`src/rtl/mem_arbiter_mips32_if.sv`:
```
// mem_arbiter_mips32_if: fetch/data request ports plus the shared memory bus of the arbiter.
interface mem_arbiter_mips32_if #(
    parameter int AW = 10,
    parameter int DW = 32
);
    logic          if_req;
    logic [AW-1:0] if_addr;
    logic          if_gnt;
    logic          if_valid;
    logic [DW-1:0] if_rdata;
    logic          dm_req;
    logic          dm_we;
    logic [AW-1:0] dm_addr;
    logic [DW-1:0] dm_wdata;
    logic          dm_gnt;
    logic          dm_valid;
    logic [DW-1:0] dm_rdata;
    logic          mem_en;
    logic          mem_we;
    logic [AW-1:0] mem_addr;
    logic [DW-1:0] mem_wdata;
    logic [DW-1:0] mem_rdata;
    logic          busy;

    modport master (
        output if_req, if_addr, dm_req, dm_we, dm_addr, dm_wdata, mem_rdata,
        input  if_gnt, if_valid, if_rdata, dm_gnt, dm_valid, dm_rdata,
               mem_en, mem_we, mem_addr, mem_wdata, busy
    );

    modport slave (
        input  if_req, if_addr, dm_req, dm_we, dm_addr, dm_wdata, mem_rdata,
        output if_gnt, if_valid, if_rdata, dm_gnt, dm_valid, dm_rdata,
               mem_en, mem_we, mem_addr, mem_wdata, busy
    );
endinterface

```
`src/rtl/mem_arbiter_mips32.sv`:
```
// mem_arbiter_mips32: single-port memory arbiter between MIPS fetch and data, with fetch anti-starvation.
module mem_arbiter_mips32 #(
    parameter int AW         = 10,
    parameter int DW         = 32,
    parameter int MEM_LAT    = 1,
    parameter int STARVE_MAX = 4
) (
    input logic                clk1,
    input logic                rst,
    mem_arbiter_mips32_if.slave bus
);
    localparam int SW = $clog2(STARVE_MAX + 1);
    localparam int CW = $clog2(MEM_LAT + 1);

    typedef enum logic [1:0] {IDLE, ACCESS, WAIT, RESP} state_t;

    state_t        r_state;
    logic [SW-1:0] r_starve;
    logic [CW-1:0] r_wcnt;
    logic          r_owner_dm;
    logic          r_we;
    logic [AW-1:0] r_addr;
    logic [DW-1:0] r_wdata;
    logic [DW-1:0] r_if_rdata;
    logic [DW-1:0] r_dm_rdata;

    logic w_idle;
    logic w_if_win;
    logic w_if_gnt;
    logic w_dm_gnt;

    // Data side wins unless fetch has been denied STARVE_MAX times in a row.
    assign w_idle   = (r_state == IDLE) && !rst;
    assign w_if_win = bus.if_req && (!bus.dm_req || r_starve == SW'(STARVE_MAX));
    assign w_if_gnt = w_idle && w_if_win;
    assign w_dm_gnt = w_idle && bus.dm_req && !w_if_win;

    always_ff @(posedge clk1) begin
        if (rst) begin
            r_state    <= IDLE;
            r_starve   <= '0;
            r_wcnt     <= '0;
            r_owner_dm <= 1'b0;
            r_we       <= 1'b0;
            r_addr     <= '0;
            r_wdata    <= '0;
            r_if_rdata <= '0;
            r_dm_rdata <= '0;
        end else begin
            r_starve <= (!bus.if_req || w_if_gnt) ? '0 :
                        (r_state == IDLE && r_starve != SW'(STARVE_MAX)) ? r_starve + SW'(1) : r_starve;
            case (r_state)
                IDLE: begin
                    if (w_if_gnt || w_dm_gnt) begin
                        r_state    <= ACCESS;
                        r_owner_dm <= w_dm_gnt;
                        r_we       <= w_dm_gnt && bus.dm_we;
                        r_addr     <= w_dm_gnt ? bus.dm_addr : bus.if_addr;
                        r_wdata    <= w_dm_gnt ? bus.dm_wdata : '0;
                    end
                end
                ACCESS: begin
                    r_state <= WAIT;
                    r_wcnt  <= '0;
                end
                WAIT: begin
                    if (r_wcnt == CW'(MEM_LAT - 1)) begin
                        r_state <= RESP;
                        if (!r_owner_dm)
                            r_if_rdata <= bus.mem_rdata;
                        else if (!r_we)
                            r_dm_rdata <= bus.mem_rdata;
                    end else begin
                        r_wcnt <= r_wcnt + CW'(1);
                    end
                end
                RESP: r_state <= IDLE;
            endcase
        end
    end

    assign bus.if_gnt    = w_if_gnt;
    assign bus.dm_gnt    = w_dm_gnt;
    assign bus.if_valid  = (r_state == RESP) && !r_owner_dm;
    assign bus.dm_valid  = (r_state == RESP) && r_owner_dm;
    assign bus.if_rdata  = r_if_rdata;
    assign bus.dm_rdata  = r_dm_rdata;
    assign bus.mem_en    = (r_state == ACCESS);
    assign bus.mem_we    = (r_state == ACCESS) && r_we;
    assign bus.mem_addr  = r_addr;
    assign bus.mem_wdata = r_wdata;
    assign bus.busy      = (r_state != IDLE);
endmodule

```
`src/flat_wrapper.sv`:
```
// flat-port wrapper written by rule: the top's interface ports become plain ports
module mem_arbiter_mips32_flat 
#(
    parameter int AW         = 10,
    parameter int DW         = 32,
    parameter int MEM_LAT    = 1,
    parameter int STARVE_MAX = 4
)
  (clk1, rst, bus_if_req, bus_if_addr, bus_dm_req, bus_dm_we, bus_dm_addr, bus_dm_wdata, bus_mem_rdata, bus_if_gnt, bus_if_valid, bus_if_rdata, bus_dm_gnt, bus_dm_valid, bus_dm_rdata, bus_mem_en, bus_mem_we, bus_mem_addr, bus_mem_wdata, bus_busy);
  mem_arbiter_mips32_if #(.AW(AW), .DW(DW)) bus_i ();
  input logic clk1;
  input logic rst;
  input wire logic [$bits(bus_i.if_req)-1:0] bus_if_req;
  input wire logic [$bits(bus_i.if_addr)-1:0] bus_if_addr;
  input wire logic [$bits(bus_i.dm_req)-1:0] bus_dm_req;
  input wire logic [$bits(bus_i.dm_we)-1:0] bus_dm_we;
  input wire logic [$bits(bus_i.dm_addr)-1:0] bus_dm_addr;
  input wire logic [$bits(bus_i.dm_wdata)-1:0] bus_dm_wdata;
  input wire logic [$bits(bus_i.mem_rdata)-1:0] bus_mem_rdata;
  output wire logic [$bits(bus_i.if_gnt)-1:0] bus_if_gnt;
  output wire logic [$bits(bus_i.if_valid)-1:0] bus_if_valid;
  output wire logic [$bits(bus_i.if_rdata)-1:0] bus_if_rdata;
  output wire logic [$bits(bus_i.dm_gnt)-1:0] bus_dm_gnt;
  output wire logic [$bits(bus_i.dm_valid)-1:0] bus_dm_valid;
  output wire logic [$bits(bus_i.dm_rdata)-1:0] bus_dm_rdata;
  output wire logic [$bits(bus_i.mem_en)-1:0] bus_mem_en;
  output wire logic [$bits(bus_i.mem_we)-1:0] bus_mem_we;
  output wire logic [$bits(bus_i.mem_addr)-1:0] bus_mem_addr;
  output wire logic [$bits(bus_i.mem_wdata)-1:0] bus_mem_wdata;
  output wire logic [$bits(bus_i.busy)-1:0] bus_busy;
  assign bus_i.if_req = bus_if_req;
  assign bus_i.if_addr = bus_if_addr;
  assign bus_i.dm_req = bus_dm_req;
  assign bus_i.dm_we = bus_dm_we;
  assign bus_i.dm_addr = bus_dm_addr;
  assign bus_i.dm_wdata = bus_dm_wdata;
  assign bus_i.mem_rdata = bus_mem_rdata;
  assign bus_if_gnt = bus_i.if_gnt;
  assign bus_if_valid = bus_i.if_valid;
  assign bus_if_rdata = bus_i.if_rdata;
  assign bus_dm_gnt = bus_i.dm_gnt;
  assign bus_dm_valid = bus_i.dm_valid;
  assign bus_dm_rdata = bus_i.dm_rdata;
  assign bus_mem_en = bus_i.mem_en;
  assign bus_mem_we = bus_i.mem_we;
  assign bus_mem_addr = bus_i.mem_addr;
  assign bus_mem_wdata = bus_i.mem_wdata;
  assign bus_busy = bus_i.busy;
  mem_arbiter_mips32 #(.AW(AW), .DW(DW), .MEM_LAT(MEM_LAT), .STARVE_MAX(STARVE_MAX)) u_core (.clk1(clk1), .rst(rst), .bus(bus_i));
endmodule
```
`config.mk`:
```
export PLATFORM = sky130hd
export DESIGN_NAME = mem_arbiter_mips32_flat
export DESIGN_NICKNAME = d
export VERILOG_FILES = /design/src/rtl/mem_arbiter_mips32_if.sv /design/src/rtl/mem_arbiter_mips32.sv /design/src/flat_wrapper.sv
export SDC_FILE = /design/constraint.sdc
export NUM_CORES = 1
export LEC_CHECK = 0
export BUFFER_PORTS_ARGS = -buffer_cell sky130_fd_sc_hd__buf_4
export CAP_MARGIN = 25
export CORE_MARGIN = 1
export CORE_UTILIZATION = 46
export DETAILED_ROUTE_END_ITERATION = 16
export PLACE_DENSITY_LB_ADDON = 0.2
export SETUP_SLACK_MARGIN = 0.4
export SYNTH_ARGS = -nofsm -noshare
export SYNTH_HDL_FRONTEND = slang
export SYNTH_SLANG_ARGS = --single-unit
```
`constraint.sdc`:
```
create_clock -name clk1 -period 1.7 [get_ports clk1]
set_input_delay 0.17 -clock clk1 [delete_from_list [all_inputs] [get_ports clk1]]
set_output_delay 0.17 -clock clk1 [all_outputs]
set_load 0.01 [all_outputs]
```
* Word level (Yosys, flattened, before mapping)
Index checks and enable logic that the tools add are counted.
** Storage, ports and cells
- Register bits :: 114
- Input port bits :: 89
** Cells by class
- Add/sub/neg operators :: 2
- Eq/ne operators :: 7
- Mux-type cells :: 7
- Bitwise operators :: 3
- Reductions and logical operators :: 26
** Operators by type and width (number)
- 32-bit two-way mux :: 1
- 1-bit logical AND :: 10
- 10-bit two-way mux :: 1
- 2-bit case mux with 4 select lines :: 1
- 1-bit logical NOT :: 5
- 2-bit equality test, second input constant :: 2
- 2-bit two-way mux :: 2
- 2-bit != test, second input constant :: 2
- 2-bit AND reduction :: 2
- 4-bit AND reduction :: 1
- 2-bit nonzero test :: 2
- 3-bit by 1-bit adder with 3-bit output, second input constant :: 1
- 3-bit equality test, second input constant :: 1
- 1-bit logical OR :: 3
- 3-bit != test, second input constant :: 1
- 1-bit NOT :: 3
- 3-bit AND reduction :: 1
- 2-bit by 1-bit equality test with 1-bit output, second input constant :: 1
- 2-bit logical NOT :: 1
- 1-bit case mux with 2 select lines :: 1
- 2-bit OR reduction :: 1
- 1-bit adder, second input constant :: 1
- 1-bit two-way mux :: 1

* Logic depth before layout (Yosys ltp)
Gate-level depths: netlist of the first run.
- Depth in word-level cells :: 8
- Depth in mapped cells :: 8

* Worst setup path after synthesis of the first run
OpenSTA, ideal clock, no wires.
- Kind :: flip-flop to flip-flop
- From :: reg u_core.r_state[0]
- To :: reg u_core.r_wdata[22] (netlist: u_core.bus.mem_wdata[22])
- Data arrival time :: 1.297 ns
- Required time :: 1.572 ns
- Slack :: 0.275 ns
- Cell stages (with the launch flop) :: 9
- Buffers on the path :: 1
- Clock period less this slack :: 1.425 ns
- Path through :: dfxtp_1 -> inv_1 -> ha_1 -> nor2b_2 -> nand3_2 -> inv_2 -> buf_2 -> a22oi_1 -> nor2_1
** Between the ends
- Word-level cells in the longest chain between the ends :: 6
** Ends and longest elaborated chain
- from (decl) :: RTL line mem_arbiter_mips32.sv:17 : state_t r_state;
- from (signal assigned) :: RTL line mem_arbiter_mips32.sv:40 : r_state <= IDLE;
- from (signal assigned) :: RTL line mem_arbiter_mips32.sv:55 : r_state <= ACCESS;
- from (signal assigned) :: RTL line mem_arbiter_mips32.sv:63 : r_state <= WAIT;
- 2-bit logical NOT * :: RTL line mem_arbiter_mips32.sv:33 : assign w_idle = (r_state == IDLE) && !rst;
- 1-bit logical AND * :: RTL line mem_arbiter_mips32.sv:33
- 1-bit logical AND * (2 in series) :: RTL line mem_arbiter_mips32.sv:36 : assign w_dm_gnt = w_idle && bus.dm_req && !w_if_win;
- named net bus_dm_gnt :: RTL line flat_wrapper.sv:23 : output wire logic [$bits(bus_i.dm_gnt)-1:0] bus_dm_gnt;
- 1-bit logical OR :: RTL line mem_arbiter_mips32.sv:54 : if (w_if_gnt || w_dm_gnt) begin
- 2-bit AND reduction (no line)
- to (signal assigned) :: RTL line mem_arbiter_mips32.sv:59 : r_wdata <= w_dm_gnt ? bus.dm_wdata : '0;
- to (decl) :: RTL line mem_arbiter_mips32.sv:23 : logic [DW-1:0] r_wdata;
The timed path passes the listed nets; every way through them passes the cells marked *.
A chain may end at the register's enable or synchronous reset.

* Final worst setup path of the first run
- From :: reg u_core.r_state[0]
- To :: reg u_core.r_wdata[6] (netlist: u_core.bus.mem_wdata[6])
** Between the ends
- Word-level cells in the longest chain between the ends :: 6
** Ends and longest elaborated chain (RTL line)
- 2-bit logical NOT * :: mem_arbiter_mips32.sv:33, mem_arbiter_mips32.sv:52
- 1-bit logical AND :: mem_arbiter_mips32.sv:33
- 1-bit logical AND (2 in series) :: mem_arbiter_mips32.sv:36
- 1-bit logical OR :: mem_arbiter_mips32.sv:54
- 2-bit AND reduction (no line)
Every way passes the cells marked *; elsewhere a longest branch is shown, timed or not.

==> results.md, run 1 <==
Routing:
- In this run the remaining antenna-violating nets after routing total 0.
- For this block, the routed nets add up to about 27,000 um of wire.
- The first detailed-routing pass ran for 6 iterations.
- Dividing the detail-routed wire length by the instance count gives 28.6 um.
- In this run, the number of DRC markers left after iteration 0 of detailed routing was ~630.
- For this block, the via count after detailed routing is 6,231.
- The post-route DRC violation count is 0.
- Dividing the detail-routed via count by the number of cells gives ~6.6.

Yosys:
- The fraction of the mapped netlist area in compound gates is about 18%.
- After Yosys synthesis, full adders, half adders and majority gates account for 1.82% of the synthesized area.
- The main combinational cell family by area after synthesis is simple AND/OR/NAND/NOR gates.
- After synthesis, the cell types taking the most area are dfxtp_1, nand2_1, a21oi_1.
- The flop and latch count out of synthesis is between 100 and 150.
- Among all flip-flop cells after synthesis, the most frequent one is dfxtp_1.
- The net count after synthesis is ~600.
- After synthesis, the share of flip-flops with an asynchronous set or reset is 0%.
- In this run, synthesis inferred 0 flip-flops with an integrated enable.
- The post-synthesis average cell area is between 8 and 9 um^2.
- In the synthesized netlist, the number of instances is 495.
- The synthesized netlist occupies a cell area of 4130 um^2.
- The cell accounting for the most synthesized area is dfxtp_1.
- Measured against the total synthesized area, the mux share comes to 0%.
- The dominant cell by count in the synthesized netlist is nand2_1.
- Summing the areas of all xor and xnor instances in the mapped netlist gives less than 1% of the synthesized area.
- The synthesis warning total is 0.
- In this run the biggest area consumer among cell types represents between 50 and 60% of the synthesized area.
- The post-synthesis sequential area ratio is between 50 and 60%.
- By count the netlist is led by nand2_1, dfxtp_1, a21oi_1.
- The count of different cell masters after synthesis is 32.
- Summing the areas of all and, or, nand and nor instances in the mapped netlist gives between 10% and 20% of the synthesized area.

Worst setup path:
- The most numerous cell type found on the critical path is buf_6.
- The data required time at the worst endpoint is 2.05 ns.
- The launching element type of the critical path is a register.
- The peak per-stage delay on the critical path is around 0.34 ns.
- The slowest stage of the critical path is the dfxtp_2 cell.
- STA classifies the critical path endpoint as a register.
- Traced cell by cell, the critical path runs through inv_2 -> ha_4 -> nor2b_4 -> buf_6 -> buf_6 -> o21ai_4 -> buf_12 -> buf_16 -> a22oi_2 -> nor2_1.
- In this run the worst path has a maximum fanout of 6.
- The arrival time at the worst endpoint is about 2.4 ns.
- The setup path with the least slack is of type reg2reg.

Layout:
- The final instance area is about 8400 um^2.
- Across the whole layout, storage elements account for ~2300 um^2.
- Cells with a size suffix above 1 make up about 47% of the layout.
- Compared with the post-synthesis result, the final layout area differs by 104%.
- The net count of the finished layout is between 900 and 1k.
- The filler cell count in the final layout is approximately 150.
- The core utilization of the finished layout is 96.9%.
- The area of the multi-input gates is a little over 2000 um^2.

Placement:
- The sum of net half-perimeters after detailed placement is 7860 um.
- In this run the cell area measured after placement is roughly 5800 um^2.
- The number of I/O port buffers is 201.
- Routability-driven placement finished with a final weighted congestion of 0.782.

GRT:
- The global-route total usage across every layer is between 40% and 50%.
- The initial antenna violation count is 1.
- Entering global routing, the biggest net connects 75 pins.
- The global-route wire length before repair is ~31,000 um.
- The total grt overflow is 0.
- The number of global-route vias before repair is roughly 5.8k.

Clock tree:
- The insertion delay to the later sink of the worst-skew pair is roughly 0.54 ns.
- The clock drives about 110 sinks.
- Clock-pin slew was measured on the worst setup and hold paths at approximately 0.070 ns.
- The CTS tree is yes.
- The clock root buffer master is clkbuf_8.
- In this run, CTS created clock tree buffers numbering 17.
- Counting along the longest clock path gives a buffer depth of 2.
- In this run the number of H-tree levels came out at 4.

Floorplanning:
- The die height is 96.8 um.
- During I/O placement, the number of pins put on the boundary was 202.
- The floorplan die area is 9370 um^2.
- The initial utilization of the core area, before any placement, comes to a little under half.
- The core region area is 8720 um^2.
- In this run the horizontal extent of the chip is 96.8 um.
- After floorplanning, the core was divided into 34 placement rows.

Power:
- The analysis attributes to cell leakage a power of between 0.003 and 0.004 uW.
- The total power is 11,700 uW.
- Power spread over the standard cell area amounts to 1390 nW/um^2.
- The worst ir drop on vdd is around 0.94 mV.

Timing:
- Headroom to the max-slew limit came out at between 40% and 50%.
- The smallest clock period supported by the final layout is computed as 2.01 ns.
- The number of failing setup endpoints in the final timing report is ~50.
- The final-report max-slew violation count came to 0.
- The maximum frequency from static timing analysis is approximately 500 MHz.
- The hold violation count in the final report came to 0.
- The worst clock skew on the final layout is ~0.015 ns.
- The slew at the pin closest to its max-slew limit is approximately 0.85 ns.
- Setup repair after global routing could not meet its margin everywhere.
- In the post-route analysis, the smallest setup slack over all paths is -0.308 ns.
- In the finished design, the share of the clock period the worst path needs comes to 118%.

Outcome:
- The run finished, with violations left.
- The checks that failed: negative setup slack.

Job:
- The max-cap check violation count is 0.

Hold path:
- In this run the worst hold path is classified as in2reg.
==> cell type report <==
type / instances / area share [%]
Sequential cell: 113 / 26.8
Timing Repair Buffer: 346 / 39.6
Timing Repair inverter: 1 / 0.0741
Tap cell: 108 / 1.60
Clock buffer: 18 / 5.07
Antenna cell: 1 / 0.0296
Clock inverter: 14 / 1.82
Inverter: 7 / 0.459
Multi-Input combinational cell: 338 / 24.5
==> critical path, delay by kind of cell, from the launching register on <==
family                   cells  cell delay [ns]
AND/OR/NAND/NOR              2             0.38
adder cells (fa/ha/maj)      1             0.14
flip-flops                   1             0.34
buffers and inverters        5             0.64
AO/OA/AOI/OAI                2             0.35
==> cell usage in the layout (no fill, tap or decap), types with 2 or more instances in the layout <==
cell type,count
a22oi_1,9
buf_12,15
a21oi_2,11
buf_6,22
nor2_1,45
nand2_1,122
dlygate4sd3_1,80
a21oi_1,65
bufinv_16,2
buf_16,12
a22oi_2,24
clkbuf_16,18
dfxtp_1,109
nor2b_4,2
clkinvlp_4,6
nand3_4,3
nor2_2,2
dfxtp_2,4
nand2_4,4
buf_4,215
inv_2,4
inv_6,6
clkbuf_8,2
ha_4,4
nand2_2,17
a211oi_1,4
a211oi_2,6
==> stage by stage <==
stage / instances / worst slack, ns / setup TNS (ns) / hold slack, ns
6_report: 946 / -0.308 / -4.21 / 0.0551
3_3_place_gp: 780 / 0.253 / 0 / 0.415
5_1_grt: 946 / -0.432 / -6.41 / 0.0275
4_1_cts: 937 / 0.00983 / 0 / 0.00299
2_1_floorplan: 495 / 0.382 / 0 / 0.306
3_5_place_dp: 780 / 0.162 / 0 / 0.427
==> worst paths after layout <==
check	startpoint	to	slack (ns)	cells past startpoint
max reg2reg	u_core.r_state[0]	u_core.bus.mem_wdata[6]	-0.31	10
max	u_core.r_state[0]	u_core.bus.mem_wdata[6]	-0.31	10
min reg2reg	u_core.bus.if_rdata[14]	u_core.bus.if_rdata[14]	0.47	2
min	bus_dm_addr[8]	u_core.bus.mem_addr[8]	0.06	3
==> routing by layer <==
layer	up-vias	global-route usage, %	part of all wire [%]
li1	2325	-	-
met1	2832	44.0	30
met2	747	75.6	45
met3	327	10.8	12
met4	0	33.0	14
met5	-	0	0
==> kinds of logic after synthesis <==
family                     Yosys count
buffers and inverters               44
and+or+nand+nor                    206
AOI/OAI and AO/OA                  124
adders and majority gates            6
xor gates and xnor gates             2
DFF                                113
==> power by group <==
| group | internal, uW | leakage [uW] | switching (uW) |
|---|---|---|---|
| clock | 2150 | 0.000267 | 1520 |
| sequential | 2980 | 0.000918 | 304 |
| combinational | 2390 | 0.00244 | 2400 |
==> registers in the layout, summed over array words and instances, names as in the netlist <==
name and flops:
u_core.bus.dm_rdata 32, u_core.bus.if_rdata 32, u_core.bus.mem_addr 10, u_core.bus.mem_wdata 32, u_core.r_owner_dm 1, u_core.r_starve 3, u_core.r_state 2, u_core.r_we 1
==> repair_timing <==
action,in CTS,in global routing
pin swaps,12,14
hold buffers,80,0
gates resized for setup,57,78
endpoints found under the setup margin,102,120
endpoints found under the hold margin,108,0
cloned,17,1
buffers inserted,28,7
(Power assumes the default switching activity.)
==> run 2: changes to the inputs <==
==> constraint.sdc (replaced) <==
create_clock -name clk1 -period 1.89 [get_ports clk1]
set_input_delay 0.189 -clock clk1 [delete_from_list [all_inputs] [get_ports clk1]]
set_output_delay 0.189 -clock clk1 [all_outputs]
set_load 0.01 [all_outputs]
==> results.md, run 2 (synthesis gave the netlist of run 1 again) <==
Clock tree:
- The CTS clock-pin slew for the worst setup and hold paths came to 0.06 ns (about the same).
- The CTS sink count is 113 (unchanged).
- The maximum clock path buffer count is 2 (unchanged).
- The insertion delay to the later sink of the worst-skew pair is 0.52 ns (-0.02 ns).
- In this run the clock root is driven by a clkbuf_8.
- The number of H-tree levels was 4 (unchanged).
- TritonCTS built the clock tree.
- The CTS buffer count came to 17 (unchanged).

Layout:
- The final instance area came to 8420 um^2 (-0.36%).
- The filler cell count in the final layout is 172 (+18%).
- The most common library cell in the layout ignoring fill and taps is buf_4.
- The area taken by flip-flops and latches is 2270 um^2 (unchanged).
- The area of the multi-input gates is 2410 um^2 (+16%).
- The layout-stage area growth over the synthesis result is 104%.
- The fraction of final layout cells with drive strength greater than 1 came to 54.9% (+7.9 points).
- The library cells used most frequently in the layout, excluding fill and tap cells, are buf_4, dfxtp_1, nand2_1.
- The number of nets in the final layout came to 895 (-2.6%).
- The number of diodes was 0 (-1).

GRT:
- The initial antenna violation count is 0 (-1).
- The number of global-route vias before repair is 4,883 (-16%).
- The global-route total usage across every layer is 31.9% (-11 points).
- The largest net degree at the start of global routing is 65 (-13%).
- The total grt overflow is 0 (unchanged).
- The global-route wire length before repair was 23,900 um (-23%).

Floorplanning:
- The core region area is 8720 um^2 (unchanged).
- The die height is 96.8 um (unchanged).
- The floorplan die width is 96.8 um (unchanged).
- The standard-cell row count is 34 (unchanged).
- The number of top-level pins is 202 (unchanged).
- The starting utilization of the core area is 47.4% (unchanged).
- The floorplan die area is 9370 um^2 (unchanged).

Worst setup path:
- The peak per-stage delay on the critical path is 0.34 ns (about the same).
- On the critical path, the stage with the largest delay is an instance of dfxtp_2.
- The launching element type of the critical path is a register.
- The arrival time at the worst endpoint is 1.69 ns (-0.67 ns).
- The critical path is of the reg2out type.
- Traced cell by cell, the critical path runs through inv_2 -> ha_4 -> nor2b_4 -> nand3_2 -> inv_4 -> buf_12 -> buf_6.
- The end of the worst register-to-register path is u_core.bus.mem_addr[3].
- The critical-path maximum fanout is 3 (-3).
- The register-to-register setup slack is 0.10 ns (+0.41 ns).
- The worst setup path is captured at an output pin.
- The worst-case reg-to-reg path depth came to 12 (+2).
- The data required time at the worst endpoint came to 1.70 ns (-0.35 ns).
- The startpoint of the most critical register-to-register path is u_core.r_state[1].

Timing:
- The headroom to the max-slew limit is 41.4% (-2.0 points).
- The hold violation count in the final report was 0 (unchanged).
- The final-report max-slew violation count is 0 (unchanged).
- After layout, the worst path uses between 90% and 100% of the clock period.
- The worst slack on hold paths is 0.0427 ns (-0.0124 ns).
- The worst clock skew on the final layout is 0.00793 ns (-0.00683 ns).
- The accumulated negative setup slack is 0 ns (+4.21 ns).
- For the finished layout, the period the worst path requires is about 1.9 ns.
- The final worst slack came to 0.0108 ns (+0.319 ns).
- The number of failing setup endpoints in the final timing report came to 0 (-100%).
- Setup repair after global routing could not meet its margin everywhere.
- The slew at the pin closest to its max-slew limit came to 0.878 ns (+0.0307 ns).
- The maximum frequency from static timing analysis is 532 MHz.

Routing:
- The total wire length came to 22,500 um (-17%).
- The per-cell routed wire length was 24.5 um (-15%).
- The post-route DRC violation count is 0 (unchanged).
- The detail-routed via count per cell is 6.05 (-8.1%).
- The via count came to 5,575 (-11%).
- The number of antenna-violating nets in the routed design came to 0 (unchanged).
- The number of detailed-routing iterations run before antenna repair is 8 (+2).
- The number of design-rule violations left by the first detailed-router iteration is 466 (-26%).

Power:
- The worst ir drop on vdd is 0.777 mV (-17%).
- The cell leakage power is 0.00366 uW (+1.1%).
- The power per standard cell area is 1210 nW/um^2 (-13%).

Hold path:
- The min-delay analysis places its worst path in the category in2reg.
- The number of instances on the worst hold path is 3 (unchanged).
- In this run the most critical hold path is launched from bus_dm_req.
- The worst hold path endpoint is u_core.r_owner_dm.

Job:
- The max-cap check violation count is 0 (unchanged).

Placement:
- The number of I/O port buffers is 201 (unchanged).
- The post-detailed-placement cell area came to 5730 um^2 (-1.3%).
- The sum of net half-perimeters after detailed placement came to 7650 um (-2.7%).
- The global placement routability congestion is 0.806 (+3.0%).
- The worst setup slack after placement is 0.226 ns (+0.0640 ns).

Outcome:
- The run finished with clean final reports.
[run 2: how the worst max path moves through the flow]
stage,endpoint,startpoint,cells after the start
after floorplan,u_core.bus.mem_wdata[22],u_core.r_state[0],8
after CTS,bus_dm_gnt,u_core.r_state[1],7
after detailed placement,u_core.bus.mem_addr[2],u_core.r_state[0],7
final,bus_dm_gnt,u_core.r_state[1],7
after global placement,u_core.bus.mem_addr[2],u_core.r_state[0],7
after global routing,bus_dm_gnt,u_core.r_state[0],7
[run 2: where the power goes]
| part | leakage (uW) | total, uW | internal [uW] | switching (uW) |
|---|---|---|---|---|
| combinational | 0.00245 | 3850 | 1880 | 1970 |
| sequential | 0.000918 | 2940 | 2680 | 258 |
| clock | 0.000293 | 3360 | 2120 | 1240 |
[run 2: worst max-delay path: cells and delay by family (launching register included)]
family / cells / cell delay (ns)
AND/OR/NAND/NOR: 2 / 0.32
adder cells (fa/ha/maj): 1 / 0.15
buffers and inverters: 4 / 0.37
flip-flops: 1 / 0.34
[run 2: metal layers]
metal / wire [um] / track usage, %
met5: 0 / 0
met4: 1660 / 11.4
met3: 2140 / 9.18
met2: 11200 / 57.3
met1: 7530 / 35.6
[run 2: cell type report]
cell class / count / share of cell area (%)
Inverter: 7 / 0.372
Clock inverter: 12 / 1.87
Clock buffer: 20 / 5.41
Sequential cell: 113 / 26.9
Multi-Input combinational cell: 338 / 28.6
Tap cell: 108 / 1.61
Timing Repair Buffer: 323 / 35.2
[run 2: what timing repair did]
item / CTS / global route
hold buffers: 75 / 0
setup endpoints to repair: 59 / 118
resized for setup: 64 / 167
setup buffers: 13 / 8
pin swaps: 17 / 82
gates cloned: 3 / 12
endpoints found under the hold margin: 107 / 0
[run 2: metrics by stage]
stage	utilization [%]	cells	power (uW)
floorplan	-	495	3990
CTS	85.7	901	8780
global placement	65.7	778	4800
detailed placement	65.7	778	4870
global route	96.5	921	10400
finish	96.5	921	10100
==> run 3: changes to the inputs <==
--- a/config.mk
+++ b/config.mk
@@ -11,6 +11,7 @@
 export CORE_UTILIZATION = 46
 export DETAILED_ROUTE_END_ITERATION = 16
 export PLACE_DENSITY_LB_ADDON = 0.2
+export REMOVE_ABC_BUFFERS = 1
 export SETUP_SLACK_MARGIN = 0.4
 export SYNTH_ARGS = -nofsm -noshare
 export SYNTH_HDL_FRONTEND = slang
==> results.md, run 3 (synthesis gave the netlist of run 1 again) <==
Outcome:
- The run finished, with violations left.
- The final reports fail on negative hold slack, negative setup slack.

Worst setup path:
- The worst register-to-register path begins at u_core.r_state[1].
- The slowest stage of the critical path belongs to the cell dfxtp_2.
- The worst-case reg-to-reg path depth came to 10 (-2).
- The endpoint kind of the worst setup timing path is an output pin.
- The data required time at the worst endpoint is 1.70 ns (about the same).
- The critical-path maximum fanout is 4 (+1).
- The worst setup path is launched from a register.
- The register-to-register setup slack came to -0.06 ns (-0.16 ns).
- The arrival time at the worst endpoint was 1.79 ns (+0.10 ns).
- The peak per-stage delay on the critical path is 0.39 ns (+0.05 ns).
- The gate family responsible for the most delay along the worst path is simple AND/OR/NAND/NOR gates.
- The combined buffer and inverter count along the critical path is 2 (-2).
- The category of the critical setup timing path is reg2out.
- The end of the worst register-to-register path is u_core.bus.mem_addr[4].
- The signal on the critical path passes through inv_2 -> ha_4 -> nand2_2 -> nand2_1 -> and3_4 -> buf_6.

GRT:
- The initial antenna violation count came to 1 (+1).
- The layer with the highest usage is met2.
- The largest net degree at the start of global routing came to 113 (+74%).
- The global-route wire length before repair is 23,700 um (-1.1%).
- The global routing usage on met3 is 8.45% (-0.72 points).
- The number of global-route vias before repair is 4,833 (-1.0%).
- The fraction of met2 tracks used by global routing came to 55.1% (-2.2 points).
- The global-route met1 utilization was 36.1% (+0.45 points).
- The total grt overflow is 0 (unchanged).
- The global-route total usage across every layer is 31.6% (-0.24 points).

Clock tree:
- The CTS clock-pin slew for the worst setup and hold paths is 0.07 ns (about the same).
- The number of H-tree levels is 4 (unchanged).
- The CTS tree is yes.
- The CTS buffer count is 17 (unchanged).
- The clock root buffer master is clkbuf_8.
- The CTS sink count is 113 (unchanged).
- The maximum clock path buffer count was 2 (unchanged).
- The insertion delay to the later sink of the worst-skew pair was 0.54 ns (+0.02 ns).

Hold path:
- The number of instances on the worst hold path is 3 (unchanged).
- The startpoint of the lowest-slack hold path is bus_dm_addr[3].
- The path with the worst hold slack has its endpoint at u_core.bus.mem_addr[3].
- The worst hold path belongs to the class in2reg.

Layout:
- The top cell types in the final layout, fill and taps aside, are buf_4, nand2_1, dfxtp_1.
- The fraction of final layout cells with drive strength greater than 1 is 48.8% (-6.1 points).
- The number of nets in the final layout is 906 (+1.2%).
- The filler cell count in the final layout is 206 (+20%).
- The number of non-filler instances in the completed layout was 933 (+1.3%).
- The core utilization of the finished layout is 95.4% (-1.1 points).
- Leaving out fill and tap cells, the most frequent cell in the layout is buf_4.
- The layout-stage area growth over the synthesis result is 101%.
- The final instance area is 8320 um^2 (-1.1%).

Routing:
- The total wire length was 25,500 um (+13%).
- The via count is 5,976 (+7.2%).
- The per-cell routed wire length is 27.3 um (+12%).
- The detail-routed via count per cell was 6.41 (+5.8%).
- The number of detailed-routing iterations run before antenna repair was 7 (-1).
- The number of design-rule violations left by the first detailed-router iteration was 714 (+53%).
- The number of antenna-violating nets in the routed design is 0 (unchanged).
- The post-route DRC violation count is 0 (unchanged).

Timing:
- The hold violation count in the final report is 1 (+1).
- Setup repair after global routing could not meet its margin everywhere.
- The maximum frequency from static timing analysis was 506 MHz (-4.8%).
- The number of failing setup endpoints in the final timing report is 6 (+6).
- The slew at the pin closest to its max-slew limit is 0.589 ns (-0.290 ns).
- The headroom to the max-slew limit is 60.8% (+19 points).
- The share of the clock period used by the worst path after layout is 104% (+5.0 points).
- The worst clock skew on the final layout is 0.0118 ns (+0.00384 ns).
- The worst slack on hold paths came to -0.00706 ns (-0.0498 ns).
- The final critical path time including I/O delays and setup came to 1.97 ns (+0.0954 ns).
- The final worst slack is -0.0845 ns (-0.0954 ns).
- The final-report max-slew violation count is 0 (unchanged).
- The accumulated negative setup slack came to -0.214 ns (-0.214 ns).

Floorplanning:
- The core region area is 8720 um^2 (unchanged).
- The floorplan die area is 9370 um^2 (unchanged).
- The die height came to 96.8 um (unchanged).
- The number of top-level pins is 202 (unchanged).
- The floorplan die width is 96.8 um (unchanged).
- The starting utilization of the core area is 47.4% (unchanged).
- The standard-cell row count is 34 (unchanged).

Placement:
- The global placement routability congestion is 0.740 (-8.2%).
- The number of placed instances, taps included is 778 (unchanged).
- The number of I/O port buffers was 201 (unchanged).
- The sum of net half-perimeters after detailed placement was 7540 um (-1.4%).
- The post-detailed-placement cell area is 5760 um^2 (+0.44%).

Power:
- The cell leakage power is 0.00350 uW (-4.3%).
- The power per standard cell area is 1260 nW/um^2 (+4.2%).
- The worst ir drop on vdd is 0.855 mV (+9.9%).

Job:
- The max-cap check violation count is 0 (unchanged).
run 3: cell types whose count changed in the layout (fill, tap and decap cells not counted), moves of 3 or more:
cell      before  now
a21oi_2       33   25
buf_6         15   26
nand2_1       92  135
nand2_4       25    2
inv_6          0    4
nor2_1        35   38
nand2_2       26    6
a21oi_4        0    3
buf_12         7   10
a211oi_2      10    7
a21oi_1       43   48
a211oi_1       0    3
nor2_2         9    5
run 3: worst min-delay path, stage by stage:
cell      delay (ns)
buf_4           0.09
a21oi_2         0.06
a211oi_2        0.15
run 3: what timing repair did:
| action | in CTS | in global routing |
|---|---|---|
| setup endpoints to repair | 79 | 117 |
| gates resized for setup | 43 | 134 |
| hold buffers | 74 | 2 |
| pin swaps | 10 | 38 |
| endpoints found under the hold margin | 106 | 2 |
| setup buffers | 12 | 23 |
| gates cloned | 3 | 8 |
run 3: area by class of cell:
cell class	instances	area, um^2	area share (%)
timing repair buffer	334	3080	37.0
sequential	113	2270	27.2
multi-input combinational	338	2190	26.3
clock buffer	18	428	5.14
clock inverter	14	179	2.15
tap	108	135	1.62
inverter	7	38.8	0.466
antenna	1	2.50	0.0301
run 3: worst max-delay path by stage:
stage	startpoint	to	slack (ns)	depth (start not counted)
floorplan	u_core.r_state[0]	u_core.bus.mem_addr[3]	-0.16	7
global placement	u_core.r_state[0]	bus_dm_gnt	0.25	7
detailed placement	u_core.r_state[0]	u_core.bus.mem_addr[9]	0.21	7
CTS	u_core.r_state[0]	bus_if_gnt	0.1	6
global route	u_core.r_state[1]	u_core.bus.mem_addr[4]	-0.14	10
finish	u_core.r_starve[1]	bus_if_gnt	-0.08	6
run 3: metal layers:
| metal | part of all wire, % | vias up |
|---|---|---|
| met3 | 13 | 217 |
| met5 | 0 | - |
| met1 | 32 | 2727 |
| met4 | 9.3 | 0 |
| li1 | - | 2288 |
| met2 | 45 | 744 |
run 3: power breakdown:
group | leakage, uW | total, uW | internal (uW) | switching [uW]
combinational | 0.00230 | 4060 | 1970 | 2090
clock | 0.000289 | 3430 | 2070 | 1360
sequential | 0.000918 | 2970 | 2680 | 288
total | 0.00350 | 10500 | 6720 | 3740
run 3: metrics by stage:
step,hold WS (ns),worst slack (ns),power (uW)
floorplan,0.254,-0.163,3860
global placement,0.435,0.253,4840
detailed placement,0.444,0.210,4890
CTS,0.00225,0.0998,8710
global route,0.00431,-0.145,10600
finish,-0.00706,-0.0845,10500
